File: src/rtl/serial_add_pkg.sv
// Shared types and helpers for the bit-serial add frame driver.
package serial_add_pkg;

  typedef enum logic [1:0] {
    IDLE  = 2'd0,
    SHIFT = 2'd1,
    DONE  = 2'd2
  } sa_state_t;

  // Bit-counter width; a 1-bit frame still needs a 1-bit counter.
  function automatic int unsigned sa_cnt_w(input int unsigned w);
    return (w > 1) ? $clog2(w) : 1;
  endfunction

endpackage

File: src/rtl/serial_shift_reg.sv
// Combined PISO/SIPO register: parallel load, right shift with serial input at the MSB.
module serial_shift_reg #(
  parameter int unsigned W = 8
) (
  input  logic         clk,
  input  logic         rst,
  input  logic         load,
  input  logic [W-1:0] par_in,
  input  logic         shift_en,
  input  logic         ser_in,
  output logic         ser_out,
  output logic [W-1:0] par_out
);

  logic [W-1:0] q;
  logic [W-1:0] shifted;

  generate
    if (W == 1) begin : g_single
      assign shifted = ser_in;
    end else begin : g_multi
      assign shifted = {ser_in, q[W-1:1]};
    end
  endgenerate

  always_ff @(posedge clk) begin
    if (rst) begin
      q <= '0;
    end else if (load) begin
      q <= par_in;
    end else if (shift_en) begin
      q <= shifted;
    end
  end

  assign ser_out = q[0];
  assign par_out = q;

endmodule

File: src/rtl/serial_add_frame_driver.sv
// Initiator side of the bit-serial add interface: serializes an operand pair LSB-first
// and collects the returned sum bits into a parallel result word.
module serial_add_frame_driver
  import serial_add_pkg::*;
#(
  parameter int unsigned W = 8
) (
  input  logic         clk,
  input  logic         rst,
  input  logic         in_valid,
  output logic         in_ready,
  input  logic [W-1:0] in_a,
  input  logic [W-1:0] in_b,
  input  logic         ser_stall,
  output logic         ser_vld,
  output logic         ser_a,
  output logic         ser_b,
  output logic         ser_last,
  input  logic         ser_sum,
  output logic         res_valid,
  input  logic         res_ready,
  output logic [W-1:0] res_sum
);

  localparam int unsigned CNT_W = sa_cnt_w(W);
  localparam logic [CNT_W-1:0] LastCnt = CNT_W'(W - 1);

  sa_state_t        state;
  logic [CNT_W-1:0] cnt;
  logic             load;
  logic             issue;
  logic             last_bit;
  logic             a_lsb;
  logic             b_lsb;
  logic             sum_lsb;
  logic [W-1:0]     a_par;
  logic [W-1:0]     b_par;
  logic [W-1:0]     sum_par;

  assign load     = (state == IDLE) && in_valid;
  assign issue    = (state == SHIFT) && !ser_stall;
  assign last_bit = (cnt == LastCnt);

  always_ff @(posedge clk) begin
    if (rst) begin
      state <= IDLE;
      cnt   <= '0;
    end else begin
      unique case (state)
        IDLE: begin
          if (in_valid) begin
            state <= SHIFT;
            cnt   <= '0;
          end
        end
        SHIFT: begin
          if (issue) begin
            cnt <= cnt + 1'b1;
            if (last_bit) state <= DONE;
          end
        end
        DONE: begin
          if (res_ready) state <= IDLE;
        end
        default: state <= IDLE;
      endcase
    end
  end

  serial_shift_reg #(.W(W)) u_sr_a (
    .clk      (clk),
    .rst      (rst),
    .load     (load),
    .par_in   (in_a),
    .shift_en (issue),
    .ser_in   (1'b0),
    .ser_out  (a_lsb),
    .par_out  (a_par)
  );

  serial_shift_reg #(.W(W)) u_sr_b (
    .clk      (clk),
    .rst      (rst),
    .load     (load),
    .par_in   (in_b),
    .shift_en (issue),
    .ser_in   (1'b0),
    .ser_out  (b_lsb),
    .par_out  (b_par)
  );

  // Sum bits enter at the MSB so after W shifts bit i holds slot i.
  serial_shift_reg #(.W(W)) u_sr_sum (
    .clk      (clk),
    .rst      (rst),
    .load     (load),
    .par_in   ({W{1'b0}}),
    .shift_en (issue),
    .ser_in   (ser_sum),
    .ser_out  (sum_lsb),
    .par_out  (sum_par)
  );

  assign in_ready  = (state == IDLE);
  assign ser_vld   = issue;
  assign ser_a     = issue & a_lsb;
  assign ser_b     = issue & b_lsb;
  assign ser_last  = issue & last_bit;
  assign res_valid = (state == DONE);
  assign res_sum   = sum_par;

endmodule

File: config.mk
export PLATFORM = sky130hd
export DESIGN_NAME = serial_add_frame_driver
export DESIGN_NICKNAME = d
export VERILOG_FILES = /design/src/rtl/serial_add_pkg.sv /design/src/rtl/serial_shift_reg.sv /design/src/rtl/serial_add_frame_driver.sv
export SDC_FILE = /design/constraint.sdc
export NUM_CORES = 1
export LEC_CHECK = 0
export BUFFER_PORTS_ARGS = -buffer_cell sky130_fd_sc_hd__buf_2
export CORE_UTILIZATION = 35
export CTS_BUF_LIST = sky130_fd_sc_hd__clkbuf_16
export DETAILED_ROUTE_END_ITERATION = 8
export PLACE_DENSITY = 0.62
export SYNTH_ARGS = -nofsm -noshare
export SYNTH_HDL_FRONTEND = slang
export SYNTH_HIERARCHICAL = 1
export SYNTH_SLANG_ARGS = --single-unit
File: constraint.sdc
create_clock -name clk -period 4 [get_ports clk]
set_input_delay 0.4 -clock clk [delete_from_list [all_inputs] [get_ports clk]]
set_output_delay 0.4 -clock clk [all_outputs]
set_load 0.005 [all_outputs]
==> results_dict.tcl <==
set metrics [dict create \
    dr_total_vias 1138 \
    finalPower_mw 0.756 \
    worst_pin_slew_ns 0.747 \
    power_density_nw_per_um2 429 \
    setup_viol 0 \
    required_ns 3.60 \
    clock_latency_ns 0.27 \
    core_area_um2 3770 \
    drt_iter0_drc 23 \
    cp_max_fo 25 \
    cts_buffers 5 \
    ir_drop_uv 197 \
    holdWs_ns 0.421 \
    dp_hpwl_um 1860 \
    crit_arrival_ns 1.57 \
    dp_cells 225 \
    antenna_found_initial 0 \
    fmaxAchievable_mhz 507 \
    vias_per_cell 4.88 \
    period_share_pct 49.3 \
    antenna_cells 0 \
    routed_wl_um 2640 \
    syn_area_um2 1410 \
    dpl-instance-area_um2 1620 \
    max_cap_viol_count 0 \
    drive_above_1_share_pct 24.9 \
    grt_max_degree 30 \
    setup_slack_ns 2.03 \
    grt_first_pass_wirelength_um 4410 \
    critical_path.top_delay_family "buffers and inverters" \
    path_buf_inv 2 \
    post_cts_buffers 0 \
    area_growth_pct 24.8 \
    wl_per_cell_um 11.3 \
    cts-htree-levels 2 \
    first_pass_iters 4 \
    drc 0 \
    io_pins 36 \
    period_needed_ns 1.97 \
    io_buffers 35 \
    outcome "finished clean" \
    row_count 22 \
    cpPeakStageDelay_ns 0.36 \
    slew_headroom_pct 50.2 \
    dieArea_um2 4290 \
    layoutNonFillerInstCount 233 \
    path_cells "nor2_1 > and2_1 > buf_4 > buf_2" \
    power.leakage_nw 0.733 \
    fin_worst_skew_ns 0.00483 \
    critPathKind "reg2out" \
    grt_use_total_pct 13.9 \
    nets 208 \
    hold_class "in2reg" \
    finalHoldViolations 0 \
    antenna_left 0 \
    end_kind "output port" \
    drv_slew 0 \
    finalCoreUtilization_pct 46.7 \
    cts.sinks 29 \
    postSynthCellCount 140 \
    cts-root-buf "clkbuf_16" \
    synth_warnings 6 \
    grt_pass1_vias 1087 \
    tns_ns 0 \
    path_clk_slew_ns 0.05 \
    cts_tree "yes" \
    fp.dieW_um 65.5 \
    final_common_cell "buf_2" \
    grt_setup_unrepaired "no" \
    cts-resized-gates 0 \
    die_y_um 65.5 \
    clockBufferDepth 2 \
    gp_congestion 0.756 \
    gr-total-overflow 0 \
    cts_hold_buf 0 \
    cp-start-kind "flop" \
    start_util_pct 37.4 \
    worst_path_max_delay_cell "buf_4" \
    final_area_um2 1760 \
    place_ws_ns 2.13 \
    synth.avg_cell_area_um2 10.1 \
    final_cell_mix "buf_2 (35), dfxtp_1 (29), nor2b_1 (26)" \
]
layer usage:
metal / vias up / part of all wire, % / global-route usage (%)
met5: - / 0 / 0
met4: 0 / 2.6 / 9.78
met3: 7 / 5.3 / 4.51
met2: 27 / 50 / 24.0
met1: 517 / 42 / 13.9
li1: 587 / - / -
cell type report:
class	instances	area (um^2)
inverter	3	11.3
timing repair buffer	36	183
clock inverter	3	12.5
clock buffer	5	125
fill	362	2010
sequential	29	581
multi-input combinational	109	790
tap	48	60.1
worst min-delay path: cells and delay by family:
| kind | cells | cell delay, ns |
|---|---|---|
| and+or+nand+nor | 1 | 0.10 |
| AOI/OAI and AO/OA | 1 | 0.05 |
| buffers and inverters | 1 | 0.09 |
sequential cells by signal (all words and copies together), names as in the netlist:
signal	cells
state	2
cnt	3
u_sr_sum/par_out	8
u_sr_a/par_out	8
u_sr_b/par_out	8
report_power, final:
part	internal, mW	switching, mW
Sequential	0.312	0.0142
Clock	0.223	0.117
Combinational	0.0455	0.0438
Total	0.581	0.175
path summary, 6_finish.rpt:
kind	from	to	slack [ns]	cells after the start
hold / removal	in_b[6]	u_sr_b/par_out[6]$_SDFFE_PP0P_	0.42	3
hold reg to reg	cnt[2]$_SDFFE_PP0P_	cnt[2]$_SDFFE_PP0P_	0.50	2
setup / recovery	state[1]$_SDFFE_PP0P_	ser_vld	2.03	4
setup reg to reg	state[0]$_SDFFE_PP0P_	u_sr_sum/par_out[1]$_SDFFE_PP0P_	2.22	4
Power figures use the tool's default switching activity.
